File: src/rtl/alu_cmd_sequencer.sv
// Issue stage for the combinational ALU: registers commands onto the ALU inputs,
// captures the settled result one cycle later and drains it over a valid/ready port.
module alu_cmd_sequencer #(
  parameter int DATA_W = 32,
  parameter int OUT_W  = 64,
  parameter int OP_W   = 3,
  parameter int CNT_W  = 16
) (
  input  logic              clk,
  input  logic              rst_n,
  input  logic              cmd_valid,
  output logic              cmd_ready,
  input  logic [DATA_W-1:0] cmd_a,
  input  logic [DATA_W-1:0] cmd_b,
  input  logic [OP_W-1:0]   cmd_op,
  output logic [DATA_W-1:0] alu_a,
  output logic [DATA_W-1:0] alu_b,
  output logic [OP_W-1:0]   alu_op,
  input  logic [OUT_W-1:0]  alu_out,
  input  logic              alu_sign,
  input  logic              alu_zero,
  output logic              res_valid,
  input  logic              res_ready,
  output logic [OUT_W-1:0]  res_data,
  output logic              res_sign,
  output logic              res_zero,
  output logic [OP_W-1:0]   res_op,
  output logic              res_illegal,
  output logic              busy,
  output logic [CNT_W-1:0]  op_count
);

  localparam logic [OP_W-1:0] OP_ILLEGAL = OP_W'(3'b100);

  typedef enum logic [1:0] {
    IDLE = 2'd0,
    EXEC = 2'd1,
    RESP = 2'd2
  } state_t;

  state_t state_r;
  logic   cmd_fire_s;
  logic   res_fire_s;

  // A new command may overlap the drain of the previous result.
  assign cmd_ready  = (state_r == IDLE) || ((state_r == RESP) && res_ready);
  assign cmd_fire_s = cmd_valid && cmd_ready;
  assign res_fire_s = res_valid && res_ready;
  assign busy       = (state_r != IDLE);

  // Sequencer FSM with registered ALU operands and result outputs.
  always_ff @(posedge clk or negedge rst_n) begin
    if (!rst_n) begin
      state_r     <= IDLE;
      alu_a       <= '0;
      alu_b       <= '0;
      alu_op      <= '0;
      res_valid   <= 1'b0;
      res_data    <= '0;
      res_sign    <= 1'b0;
      res_zero    <= 1'b0;
      res_op      <= '0;
      res_illegal <= 1'b0;
      op_count    <= '0;
    end else begin
      case (state_r)
        IDLE: begin
          if (cmd_fire_s) begin
            alu_a   <= cmd_a;
            alu_b   <= cmd_b;
            alu_op  <= cmd_op;
            state_r <= EXEC;
          end else begin
            state_r <= IDLE;
          end
        end
        EXEC: begin
          res_data    <= alu_out;
          res_sign    <= alu_sign;
          res_zero    <= alu_zero;
          res_op      <= alu_op;
          res_illegal <= (alu_op == OP_ILLEGAL);
          res_valid   <= 1'b1;
          state_r     <= RESP;
        end
        RESP: begin
          if (res_fire_s) begin
            op_count  <= op_count + CNT_W'(1);
            res_valid <= 1'b0;
            if (cmd_fire_s) begin
              alu_a   <= cmd_a;
              alu_b   <= cmd_b;
              alu_op  <= cmd_op;
              state_r <= EXEC;
            end else begin
              state_r <= IDLE;
            end
          end else begin
            state_r <= RESP;
          end
        end
        default: begin
          res_valid <= 1'b0;
          state_r   <= IDLE;
        end
      endcase
    end
  end

endmodule

File: config.mk
export PLATFORM = sky130hd
export DESIGN_NAME = alu_cmd_sequencer
export DESIGN_NICKNAME = d
export VERILOG_FILES = /design/src/rtl/alu_cmd_sequencer.sv
export SDC_FILE = /design/constraint.sdc
export NUM_CORES = 1
export LEC_CHECK = 0
export BUFFER_PORTS_ARGS = -buffer_cell sky130_fd_sc_hd__buf_2
export CELL_PAD_IN_SITES_DETAIL_PLACEMENT = 1
export CELL_PAD_IN_SITES_GLOBAL_PLACEMENT = 2
export CORE_MARGIN = 3
export CORE_UTILIZATION = 30
export CTS_CLUSTER_SIZE = 10
export DETAILED_ROUTE_END_ITERATION = 10
export PLACE_DENSITY = 0.88
export SETUP_SLACK_MARGIN = 0.15
export SLEW_MARGIN = 20
export SYNTH_ARGS = -nofsm -noshare
export SYNTH_HDL_FRONTEND = slang
export SYNTH_SLANG_ARGS = --single-unit
File: constraint.sdc
create_clock -name clk -period 4 [get_ports clk]
set_input_delay 0.2 -clock clk [delete_from_list [all_inputs] [get_ports clk]]
set_output_delay 0.2 -clock clk [all_outputs]
set_load 0.01 [all_outputs]
### After elaboration in Yosys (flattened, before gate mapping)

Cells that the tools add are included.
Widths: inputs -> output; s select.

* $add $sub $neg: 1
* eq/ne operators: 4
* mux-type cells: 14
* bitwise operators: 1
* reduce and logical (&&, ||, !) cells: 10

Operators with widths (number)
* $mux 32: 4
* $pmux 32 s2: 2
* $add 16x1->16 const B: 1
* $mux 3: 2
* $pmux 2 s3: 1
* $pmux 3 s2: 1
* $reduce_and 2->1: 3
* $reduce_bool 2->1: 2
* $eq 3x3->1 const B: 1
* $logic_and 1x1->1: 3
* $pmux 1 s3: 1
* $eq 2x1->1 const B: 1
* $eq 2x2->1 const B: 1
* $logic_not 2->1: 1
* $mux 1: 2
* $mux 2: 1
* $ne 2x2->1 const B: 1
* $logic_or 1x1->1: 1
* $not 1->1: 1

* register bits: 156
* input port bits: 137
* output and inout port bits: 156
* word-level logic and storage cells: 41

### Depth between registers and ports, before layout

Gate-level depths: netlist of the first run.

* depth in word-level cells: 7
* depth in mapped cells: 7
* depth with buffers taken out: 5

### Worst setup path before layout of the first run

OpenSTA, ideal clock, no wires.

* kind: register to register
* start point: register res_valid
* end point: register alu_a[12]
* setup time: 0.125 ns
* arrival: 1.451 ns
* data required time: 3.875 ns
* setup slack: 2.424 ns
* stages on the path, launching flop included: 8
* buffers on the path: 3
* period minus slack after synthesis: 1.576 ns
* cells stage by stage: dfrtp_1 > nand2_1 > nand2_1 > and3b_1 > buf_6 > buf_6 > buf_6 > mux2_4

* longest elaborated chain between the ends: 3

RTL lines
* start: declaration: RTL line 22 `output logic res_valid,`
* start signal: assignment: RTL line 58 `res_valid <= 1'b0;`
* start signal: assignment: RTL line 83 `res_valid <= 1'b1;`
* start signal: assignment: RTL line 89 `res_valid <= 1'b0;`
* $logic_and 1x1->1: RTL line 48 `assign res_fire_s = res_valid && res_ready;`
* $ne 2x2->1 (no line)
* $reduce_and 2->1 (no line)
* end signal: assignment: RTL line 69 `alu_a <= cmd_a;`
* end signal: assignment: RTL line 91 `alu_a <= cmd_a;`
* end: declaration: RTL line 16 `output logic [DATA_W-1:0] alu_a,`

No other way between the ends.
A chain may end at the register's enable or synchronous reset.

### Final worst setup path of the first run

* start point: register state_r[1]
* end point: register res_data[16]

* longest elaborated chain between the ends: 1

RTL lines
* start: declaration: RTL line 41 `state_t state_r;`
* start signal: assignment: RTL line 54 `state_r <= IDLE;`
* start signal: assignment: RTL line 72 `state_r <= EXEC;`
* start signal: assignment: RTL line 74 `state_r <= IDLE;`
* $eq 2x1->1: RTL line 66 `case (state_r)`
* end signal: assignment: RTL line 78 `res_data <= alu_out;`
* end: declaration: RTL line 24 `output logic [OUT_W-1:0] res_data,`

No other way between the ends.

==> results of run 1 <==
==> cells by family (layout without fill, tap and decap cells) <==
logic type / Yosys count / after routing / synth area share (%)
xor+xnor: 15 / 15 / 2.17
compound gates: 5 / 5 / 0.517
buf+inv: 26 / 406 / 2.23
mux: 67 / 67 / 13.6
simple gates: 246 / 246 / 16.7
fa+ha+maj: 1 / 1 / 0.207
flops: 156 / 156 / 64.5
==> sequential cells by signal, indices dropped and copies added (netlist names) <==
register and cells:
res_zero 1, state_r 2, res_op 3, res_illegal 1, res_sign 1, res_valid 1
alu_op 3, op_count 16, res_data 64, alu_b 32, alu_a 32
==> routing by layer <==
metal	part of all wire, %	vias to the layer above	wire length [um]	track usage (%)
met1	40	2501	7700	20.0
met3	6.2	28	1190	4.54
met5	0	-	0	0
li1	-	2389	-	-
met2	52	171	9870	30.9
met4	1.9	0	363	5.08
==> cells in the final DEF, fill, tap and decap left out, types with 4 or more instances in the layout <==
cell / n
buf_2: 291
nand2_1: 219
dfrtp_1: 156
dlygate4sd3_1: 76
mux2_2: 48
mux2_4: 19
clkbuf_16: 17
xnor2_1: 10
nand3_1: 7
xor2_1: 5
bufinv_16: 5
nor3_1: 4
==> layout make-up <==
| type | instances | area [um^2] | share of cell area, % |
|---|---|---|---|
| clock buffers | 21 | 470 | 5.10 |
| clock inverters | 11 | 205 | 2.22 |
| inverters | 1 | 3.75 | 0.0407 |
| well taps | 265 | 332 | 3.59 |
| flip-flops and latches | 156 | 3900 | 42.3 |
| multi-input cells | 334 | 2020 | 21.9 |
| repair buffers | 373 | 2290 | 24.8 |
==> how the worst max path moves through the flow <==
stage	end	slack [ns]	cells past startpoint
3_5_place_dp	res_zero	2.03	4
4_1_cts	res_zero	2.01	4
3_3_place_gp	res_data[15]	2.09	4
2_1_floorplan	alu_a[12]	2.42	7
5_1_grt	res_data[16]	1.81	4
6_report	res_data[16]	2.02	4
==> cell usage after synthesis, types with 2 or more instances <==
library cell and n:
nand2_1 219, dfrtp_1 156, mux2_2 48, mux2_4 19, clkbuf_1 15, xnor2_1 10, nand3_1 7, buf_2 6
xor2_1 5, buf_6 4, nor3_1 4, and3_1 3, and2_1 2, nand4_1 2, nor2_1 2, o21ai_0 2
==> critical path: cells and delay by family, from the launching register on <==
family,cells,cell delay [ns]
flip-flops,1,0.49
buffers and inverters,1,0.50
AND/OR/NAND/NOR,3,0.92
==> metrics by stage <==
stage	area (um^2)	setup slack [ns]	hold slack [ns]	power (mW)	utilization (%)
6_report	9220	2.02	0.0239	7.13	46.9
5_1_grt	9220	1.81	0.00475	7.60	46.9
4_1_cts	9210	2.01	0.000480	7.20	46.9
3_5_place_dp	7790	2.03	0.250	5.26	39.6
3_3_place_gp	7790	2.09	0.250	5.19	39.6
2_1_floorplan	6050	2.42	-0.0956	4.10	-
==> what timing repair did <==
action | in CTS | in global routing
endpoints found under the setup margin | 0 | 0
hold buffers | 75 | 1
endpoints found under the hold margin | 141 | 1
==> power by group through the flow <==
| stage | clock network (mW) | registers, mW | logic, mW |
|---|---|---|---|
| after floorplan | 0 | 3.05 | 1.05 |
| after global placement | 0 | 2.69 | 2.49 |
| after detailed placement | 0 | 2.72 | 2.54 |
| after CTS | 1.89 | 2.71 | 2.60 |
| after global routing | 1.96 | 2.82 | 2.82 |
| final | 1.84 | 2.72 | 2.57 |
==> results by group, run 1 <==
Status
  – Status: finished clean

Die
  – Core region area: between 0.015 and 0.02 mm^2
  – DIE AREA: approximately 0.022 mm^2
  – Horizontal die dimension: between 100 and 150 um
  – Placement row count: approximately 50
  – I/O pin count: 293
  – Die span in y: 148 um
  – Initial Util: 30.8%

STA
  – Setup skew after layout: around 0.0094 ns
  – Max-slew headroom: about half
  – RSZ-0062 raised after global routing: no
  – F_max: 504 MHz
  – Number of hold-slack violations in the final timing report: 0
  – Final Max Tran Viols: 0
  – Tightest Pin Transition: about 0.77 ns
  – Setup TNS Final: 0 ns
  – Final min period: around 2.0 ns
  – Setup violators final: 0
  – Period utilization: between 40% and 50%

Layout
  – Proportion of layout cells with a drive suffix above 1: between 40% and 50%
  – Antenna Diode Count: 0
  – Post-synthesis to final-layout area growth: 52.4%
  – Number of fill cells: approximately 2300
  – Count of nets after finishing: around 1000
  – Layout Cells excl Fill: ~1200

Power and ir drop
  – Maximum vdd drop: approximately 0.3 mV
  – Cell Int Power: 4.67 mW
  – Standby leakage power: 4.89 nW
  – Sequential share of power: a little under two fifths
  – Clock share of power: between 20 and 30%
  – Comb power frac: a little over a third
  – Switching power as a share of total power: between 30% and 40%
  – Net switching power figure: 2.47 mW
  – Power density normalized to cell area: between 700 and 800 mW/mm^2

CTS
  – Insertion delay of the later-clocked pin in the worst-skew pair: between 0.4 and 0.5 ns
  – H-tree level count: 4
  – Clock Path Buffers: 2
  – Clock input transition at the sequential cells of the worst setup and hold paths: ~0.07 ns
  – Setup Buffers After CTS: 0
  – TritonCTS clock tree: done
  – Clock tree sinks: roughly 160
  – Number of resized instances in the post-cts repair step: 0
  – Number of clock buffers inserted by TritonCTS: 17
  – Root buffer cell: clkbuf_16

Worst setup path
  – Worst setup slack for register-to-register paths: just over 2 ns
  – Arrival time reported for the critical path endpoint: 2.33 ns
  – Beginning of the critical path: state_r[1]
  – Maximum fanout count along the critical path: 38
  – R2r startpoint: state_r[1]
  – Worst R2R Path Depth: 4
  – Library cell appearing most often on the critical path: nand2_1
  – Kind of launch point of the worst setup path: flip-flop
  – Cell with the biggest individual delay on the critical path: nand2b_2
  – Critical register-to-register path endpoint: res_data[16]
  – Start-to-end type of the worst setup path: reg2reg
  – Cell-by-cell listing of the critical path: nand2b_2, buf_4, nand2_1, nand2_1
  – Endpoint kind of the worst setup timing path: flip-flop
  – CP Data Required Time: around 4.3 ns
  – Worst path max stage delay: around 0.68 ns

Global route
  – Via count of the first global-routing pass: around 5600
  – Overall track demand over capacity in global routing: about 17%
  – Total congestion overflow: 0
  – Wire length of the first global-routing pass: around 30 mm
  – Number of antenna violations at the first check in global routing: 0
  – Maximum number of pins on one net before global-route repair: 90

Yosys
  – Cell count after synthesis: 516
  – Per-instance average area after synthesis: ~12 um^2
  – Post-synth top area share: 64.5%
  – Most common flop cell mapped by yosys: dfrtp_1
  – Synth top area cells: dfrtp_1, nand2_1, mux2_2
  – Flop and latch count out of synthesis: around 160
  – Share of async-settable or async-resettable flops after synthesis: 100%
  – Synthesized cell area: about 0.0061 mm^2
  – Warning count from the yosys run: 0
  – Number of synthesized flops with an enable pin: 0
  – Share of the yosys chip area belonging to registers: 64.5%
  – Count of unique library cells instantiated by Yosys: 28
  – Nets in the synthesized netlist: 654
  – Library cell occupying the most area in the post-synthesis netlist: dfrtp_1

Min path
  – Hold Path End: alu_b[3]
  – HP Start: cmd_b[3]
  – Worst Hold Path Cells: 2
  – Type of the worst min-delay path: in2reg

Place
  – RD Place Congestion: 0.767
  – Number of buffers inserted by port buffering: approximately 300
  – Total instance count after detailed placement: between 1000 and 1500
  – Detailed-placement wirelength estimate: ~13 mm

Drt
  – Number of vias per cell after detailed routing: roughly 4.4
  – Vias post-DR: roughly 5100
  – Number of routed nets with antenna violations: 0
  – Total Routed Length: 19.1 mm
  – Routed length per instance: around 16 um
  – Detailed Route Iter0 Violations: 95
  – Count of TritonRoute iterations in the first routing pass: 4
  – Post-route DRC violation count: 0

Job
  – Reported max-cap violation count: 0
No activity file was read; power rests on OpenSTA's default activity.
==> run 2: changes to the inputs <==
- ABC_AREA: default -> 1
- CORE_UTILIZATION: 30 -> 23
- PLACE_DENSITY: 0.88 -> 0.78
- clock period: 4 -> 1.8 ns (I/O delays scaled with it)
==> run 2 against run 1 <==
Wire length increased by 18%. Register-to-register slack got worse by 1.7 ns. Cell area up 8.8%. Final cell count increased by 28%. Sequential power is 120% higher. First-iteration DRC count up 110%. Fmax is 34% higher. Flip-flop and latch count is the same.
==> results by group, run 2 <==
Status
  – Status: finished clean

Worst setup path
  – Library cell appearing most often on the critical path: nand2_1
  – Maximum fanout count along the critical path: 13 (-66%)
  – Cell with the biggest individual delay on the critical path: dfrtp_1
  – Cell-by-cell listing of the critical path: inv_2, nand2_1, nor2_4, nand2_1, nor2_2, nand2_1, nand2_1, nand2_1
  – Kind of launch point of the worst setup path: flip-flop
  – Buffering stage count on the worst path with inverters included: 1 (unchanged)
  – Endpoint kind of the worst setup timing path: flip-flop
  – Arrival time reported for the critical path endpoint: 1.79 ns (-0.54 ns)
  – Worst path max stage delay: 0.38 ns (-0.30 ns)
  – CP Data Required Time: 2.11 ns (-2.23 ns)
  – Family with the most delay on the worst path: simple AND/OR/NAND/NOR gates
  – Start-to-end type of the worst setup path: reg2reg

Yosys
  – Cell count after synthesis: 707 (+37%)
  – Most common flop cell mapped by yosys: dfrtp_1
  – Number of synthesized flops with an enable pin: 0 (unchanged)
  – Post-synth top area share: 63.5% (-0.98 points)
  – Top cells by count, synth: nand2_1, dfrtp_1, inv_1, buf_2, nor2_1
  – Warning count from the yosys run: 0 (unchanged)
  – Nets in the synthesized netlist: 845 (+29%)
  – Share of the yosys chip area belonging to registers: 63.5% (-0.98 points)
  – Synthesized cell area: 0.00615 mm^2 (+1.6%)
  – Per-instance average area after synthesis: 8.69 um^2 (-26%)
  – Synth top area cells: dfrtp_1, nand2_1, buf_2
  – Flop and latch count out of synthesis: 156 (unchanged)
  – Cell with the most instances after synthesis: nand2_1
  – Share of async-settable or async-resettable flops after synthesis: 100% (unchanged)
  – Count of unique library cells instantiated by Yosys: 20 (-29%)
  – Library cell occupying the most area in the post-synthesis netlist: dfrtp_1

CTS
  – TritonCTS clock tree: done
  – Clock Path Buffers: 2 (unchanged)
  – Insertion delay of the later-clocked pin in the worst-skew pair: 0.42 ns (about the same)
  – Clock tree sinks: 156 (unchanged)
  – Clock input transition at the sequential cells of the worst setup and hold paths: 0.06 ns (about the same)
  – Setup Buffers After CTS: 0 (unchanged)
  – Number of clock buffers inserted by TritonCTS: 17 (unchanged)
  – Root buffer cell: clkbuf_16
  – H-tree level count: 4 (unchanged)

Drt
  – Count of TritonRoute iterations in the first routing pass: 4 (unchanged)
  – Total Routed Length: 22.6 mm (+18%)
  – Vias post-DR: 6163 (+21%)
  – Post-route DRC violation count: 0 (unchanged)
  – Detailed Route Iter0 Violations: 202 (+110%)
  – Number of routed nets with antenna violations: 0 (unchanged)
  – Number of vias per cell after detailed routing: 4.14 (-5.6%)
  – Routed length per instance: 15.2 um (-7.9%)

Power and ir drop
  – Sum of internal, switching and leakage power: 15.5 mW (+120%)
  – Switching power as a share of total power: 38.5% (+3.9 points)
  – Comb power frac: 37.7% (+1.6 points)
  – Sequential share of power: 38.5% (+0.4 points)
  – Standby leakage power: 5.57 nW (+14%)
  – Power density normalized to cell area: 1540 mW/mm^2 (+99%)
  – Cell Int Power: 9.52 mW (+100%)
  – Net switching power figure: 5.95 mW (+140%)
  – Clock share of power: 23.8% (-2.0 points)
  – Maximum vdd drop: 0.526 mV (+80%)

Place
  – Number of buffers inserted by port buffering: 292 (unchanged)
  – RD Place Congestion: 0.755 (-1.5%)
  – Dpl cell area: 0.00809 mm^2 (+3.9%)
  – Worst setup slack before clock tree synthesis: 0.289 ns (-1.74 ns)
  – Detailed-placement wirelength estimate: 15.4 mm (+21%)

STA
  – Final Max Tran Viols: 0 (unchanged)
  – Slack of the critical path: 0.316 ns (-1.70 ns)
  – Number of hold-slack violations in the final timing report: 0 (unchanged)
  – Setup violators final: 0 (unchanged)
  – Tightest Pin Transition: 0.528 ns (-0.238 ns)
  – Final min period: 1.48 ns (-0.500 ns)
  – Setup skew after layout: 0.0153 ns (+0.00587 ns)
  – Setup TNS Final: 0 ns (unchanged)
  – RSZ-0062 raised after global routing: no
  – Max-slew headroom: 64.8% (+16 points)
  – Period utilization: 82.5% (+33 points)
  – F_max: 674 MHz (+34%)

Die
  – Initial Util: 23.5% (-7.3 points)
  – Horizontal die dimension: 169 um (+14%)
  – Die span in y: 169 um (+14%)
  – DIE AREA: 0.0287 mm^2 (+31%)
  – Placement row count: 59 (+16%)
  – Core region area: 0.0261 mm^2 (+33%)
  – I/O pin count: 293 (unchanged)

Layout
  – Post-synthesis to final-layout area growth: 63.2%
  – Post-layout instance area: 0.0100 mm^2 (+8.8%)
  – Count of nets after finishing: 1279 (+25%)
  – Max FFs per register: 64 (unchanged)
  – Proportion of layout cells with a drive suffix above 1: 30.3% (-14 points)
  – Utilization after layout: 38.4% (-8.5 points)
  – Top flop regs: res_data: 64 flops, alu_a: 32 flops, alu_b: 32 flops
  – Largest reg by FF count: res_data
  – Most used cells in the layout excluding fill and tap cells: nand2_1, buf_2, dfrtp_1
  – Most common library cell in the layout ignoring fill and taps: nand2_1

Global route
  – Maximum number of pins on one net before global-route repair: 52 (-42%)
  – Overall track demand over capacity in global routing: 15.8% (-1.3 points)
  – Number of antenna violations at the first check in global routing: 0 (unchanged)
  – Via count of the first global-routing pass: 6798 (+21%)
  – Total congestion overflow: 0 (unchanged)
  – Wire length of the first global-routing pass: 36.2 mm (+21%)

Job
  – Reported max-cap violation count: 0 (unchanged)

Min path
  – Type of the worst min-delay path: in2reg
-- run 2: cell types whose count changed after synthesis, moves of 6 or more --
cell	previous run	this run
nand2_1	219	446
mux2_2	48	0
mux2_4	19	0
inv_1	1	19
nor2_1	2	16
buf_2	6	17
clkbuf_1	15	6
buf_4	0	6
xnor2_1	10	4
-- run 2: power groups by stage --
stage	sequential (mW)	clock, mW	combinational, mW
finish	5.96	3.68	5.83
global route	6.17	3.99	6.53
CTS	5.96	3.81	5.91
detailed placement	5.98	0	5.69
global placement	5.95	0	5.56
floorplan	6.68	0	2.10
-- run 2: kinds of logic after synthesis --
family | share of synthesized area [%]
simple gates | 30.3
fa+ha+maj | 0.204
flops | 63.5
buf+inv | 3.95
xor+xnor | 1.43
compound gates | 0.611
-- run 2: final cells by class --
| cell class | instances | area [um^2] |
|---|---|---|
| inverters | 21 | 81.3 |
| well taps | 335 | 419 |
| flip-flops and latches | 156 | 3900 |
| repair buffers | 445 | 3030 |
| multi-input cells | 500 | 2000 |
| clock buffers | 20 | 457 |
| fillers | 3165 | 16100 |
| diodes | 1 | 2.50 |
| clock inverters | 11 | 134 |
-- run 2: timing repair --
| action | CTS | global route |
|---|---|---|
| hold buffers | 134 | 0 |
| endpoints found under the hold margin | 177 | 0 |
| gates resized for setup | 0 | 3 |
| setup endpoints to repair | 0 | 3 |
-- run 2: worst paths after layout --
path | endpoint | depth (start not counted) | slack [ns] | from
min in group asynchronous | res_data[26] | 2 | 0.21 | rst_n
hold / removal | state_r[0] | 3 | 0.06 | cmd_valid
hold reg to reg | res_data[19] | 2 | 0.46 | res_data[19]
setup reg to reg | op_count[13] | 8 | 0.32 | state_r[0]
setup / recovery | op_count[13] | 8 | 0.32 | state_r[0]
max in group asynchronous | alu_b[17] | 3 | 0.95 | rst_n
-- run 2: worst min-delay path: stages --
cell     delay [ns]
buf_2          0.10
nand3_2        0.11
inv_4          0.10
-- run 2: layer usage --
layer  part of all wire, %  routed length (um)  global-route usage (%)  up-vias
li1                      -                   -                       -     2999
met1                    41                9270                    18.4     2993
met5                     0                   0                       0        -
met3                   4.4                 989                    3.61       25
met4                   1.9                 440                    4.80        0
met2                    53               11900                    29.0      146
-- run 2: stage by stage --
stage	cells	hold slack (ns)
2_1_floorplan	707	-0.206
3_3_place_gp	1323	0.104
3_5_place_dp	1323	0.103
4_1_cts	1488	0.0952
5_1_grt	1488	0.0796
6_report	1489	0.0638
==> run 3: changes to the inputs <==
- clock period: 1.8 -> 1.2 ns (I/O delays scaled with it)
==> run 3 against run 2 <==
The flow now finishes with violations (negative setup slack). Clock-buffer cell count fell by 3. Highest routed layer is now met5. Combinational power rose to 2.6 times the previous value. Non-clock buffer count rose by 122. Flip-flop and latch count did not move. Global-route usage rose by 1.8 points. Clock skew barely moved. Critical endpoint is now alu_b[8]. Sequential share of layout area fell by 7.6 points. Hold slack got worse by 0.021 ns.
==> results by group, run 3 (synthesis results as in run 2) <==
Power and ir drop
  – Maximum vdd drop: 1.01 mV (+92%)
  – Power density normalized to cell area: 2400 mW/mm^2 (+56%)
  – Standby leakage power: 6.71 nW (+20%)

Worst setup path
  – R2r startpoint: state_r[1]
  – Start-to-end type of the worst setup path: reg2reg
  – Critical register-to-register path endpoint: alu_b[8]
  – Kind of launch point of the worst setup path: flip-flop
  – Endpoint kind of the worst setup timing path: flip-flop
  – Worst R2R Path Depth: 7 (-1)
  – Maximum fanout count along the critical path: 9 (-4)
  – Arrival time reported for the critical path endpoint: 1.67 ns (-0.12 ns)
  – CP Data Required Time: 1.49 ns (-0.62 ns)
  – Worst setup slack for register-to-register paths: -0.18 ns (-0.50 ns)

Layout
  – Proportion of layout cells with a drive suffix above 1: 46.9% (+17 points)
  – Post-layout instance area: 0.0125 mm^2 (+25%)
  – Max FFs per register: 64 (unchanged)
  – Number of fill cells: 3009 (-4.9%)
  – Largest reg by FF count: res_data
  – Count of nets after finishing: 1402 (+9.6%)
  – Most used cells in the layout excluding fill and tap cells: nand2_1, buf_2, dfrtp_1
  – Post-synthesis to final-layout area growth: 103%
  – Top flop regs: res_data: 64 flops, alu_a: 32 flops, alu_b: 32 flops
  – Most common library cell in the layout ignoring fill and taps: nand2_1

Global route
  – Via count of the first global-routing pass: 7312 (+7.6%)
  – Wire length of the first global-routing pass: 39.8 mm (+9.9%)
  – Total congestion overflow: 0 (unchanged)
  – Number of antenna violations at the first check in global routing: 2 (+2)
  – Maximum number of pins on one net before global-route repair: 60 (+15%)
  – Overall track demand over capacity in global routing: 17.7% (+1.8 points)

Drt
  – Routed length per instance: 17.8 um (+17%)
  – Total Routed Length: 28.7 mm (+27%)
  – Vias post-DR: 6976 (+13%)
  – Count of TritonRoute iterations in the first routing pass: 4 (unchanged)
  – Number of vias per cell after detailed routing: 4.32 (+4.5%)
  – Post-route DRC violation count: 0 (unchanged)
  – Number of routed nets with antenna violations: 0 (unchanged)
  – Detailed Route Iter0 Violations: 166 (-18%)

CTS
  – Clock Path Buffers: 2 (unchanged)
  – Clock tree sinks: 156 (unchanged)
  – Root buffer cell: clkbuf_16
  – Number of clock buffers inserted by TritonCTS: 17 (unchanged)
  – TritonCTS clock tree: done
  – H-tree level count: 4 (unchanged)
  – Clock input transition at the sequential cells of the worst setup and hold paths: 0.07 ns (about the same)
  – Insertion delay of the later-clocked pin in the worst-skew pair: 0.43 ns (about the same)

STA
  – Slack of the critical path: -0.180 ns (-0.496 ns)
  – Setup TNS Final: -20.29 ns (-20.29 ns)
  – Final Max Tran Viols: 0 (unchanged)
  – Final min period: 1.38 ns (-0.104 ns)
  – Number of hold-slack violations in the final timing report: 0 (unchanged)
  – Tightest Pin Transition: 0.370 ns (-0.158 ns)
  – Setup skew after layout: 0.0154 ns (+0.0000964 ns)
  – Period utilization: 115% (+33 points)
  – F_max: 725 MHz (+7.6%)
  – RSZ-0062 raised after global routing: yes
  – Max-slew headroom: 75.3% (+11 points)
  – Setup violators final: 161 (+161)
  – Worst hold margin: 0.0427 ns (-0.0211 ns)

Die
  – DIE AREA: 0.0287 mm^2 (unchanged)
  – Die span in y: 169 um (unchanged)
  – Core region area: 0.0261 mm^2 (unchanged)
  – I/O pin count: 293 (unchanged)
  – Initial Util: 23.5% (unchanged)
  – Horizontal die dimension: 169 um (unchanged)
  – Placement row count: 59 (unchanged)

Place
  – Detailed-placement wirelength estimate: 15.9 mm (+3.6%)
  – Dpl cell area: 0.00842 mm^2 (+4.1%)
  – Number of buffers inserted by port buffering: 292 (unchanged)
  – RD Place Congestion: 0.735 (-2.7%)

Status
  – Status: finished, violations left
  – Violated checks: negative setup slack

Job
  – Reported max-cap violation count: 0 (unchanged)

Min path
  – Type of the worst min-delay path: in2async
==> run 3: worst max-delay path: stages, from the launching register on <==
cell,delay (ns)
dfrtp_1,0.39
buf_4,0.15
nand2_2,0.07
nand3_4,0.14
buf_12,0.20
buf_12,0.15
nand2_1,0.06
nand2_1,0.09
==> run 3: layer usage <==
layer / up-vias / share of wire (%) / global-route usage [%] / wire, um
li1: 3259 / - / - / -
met5: - / 0.024 / 0 / 7
met2: 252 / 51 / 30.5 / 14700
met3: 48 / 6.9 / 5.08 / 1990
met1: 3415 / 39 / 20.9 / 11300
met4: 2 / 2.6 / 6.72 / 736
==> run 3: worst max-delay path by stage <==
stage | slack (ns) | endpoint | from
finish | -0.18 | alu_b[8] | state_r[1]
detailed placement | -0.1 | op_count[6] | state_r[0]
global route | -0.26 | res_zero | state_r[1]
floorplan | -0.03 | op_count[6] | op_count[0]
global placement | -0.06 | res_data[5] | state_r[0]
CTS | -0.16 | cmd_ready | state_r[1]
==> run 3: repair_timing <==
item / 4_1_cts / 5_1_grt
setup endpoints to repair: 200 / 273
pin swaps: 10 / 21
hold buffers: 134 / 0
gates cloned: 11 / 10
resized for setup: 91 / 185
buffers inserted: 27 / 50
endpoints found under the hold margin: 289 / 0
==> run 3: cell type report <==
type	instances	area, um^2	area share (%)
repair buffers	567	4940	39.5
diodes	1	2.50	0.0200
clock buffers	17	425	3.40
well taps	335	419	3.35
inverters	21	106	0.851
repair inverters	1	8.76	0.0701
flip-flops and latches	156	3910	31.3
clock inverters	15	200	1.60
multi-input cells	500	2490	19.9
==> run 3: per-stage QoR <==
step                std cells  util (%)  power (mW)  worst slack (ns)
finish                   1613      47.8        30.1            -0.180
CTS                      1552      42.9        26.6            -0.164
global placement         1348      32.2        18.0           -0.0631
detailed placement       1348      32.2        18.2           -0.0956
floorplan                 707         -        13.4           -0.0263
global route             1613      47.8        32.0            -0.260
==> run 3: power breakdown <==
part | internal, mW | switching, mW | total (mW)
registers | 7.61 | 1.65 | 9.26
clock network | 3.21 | 2.67 | 5.88
logic | 7.73 | 7.18 | 14.9
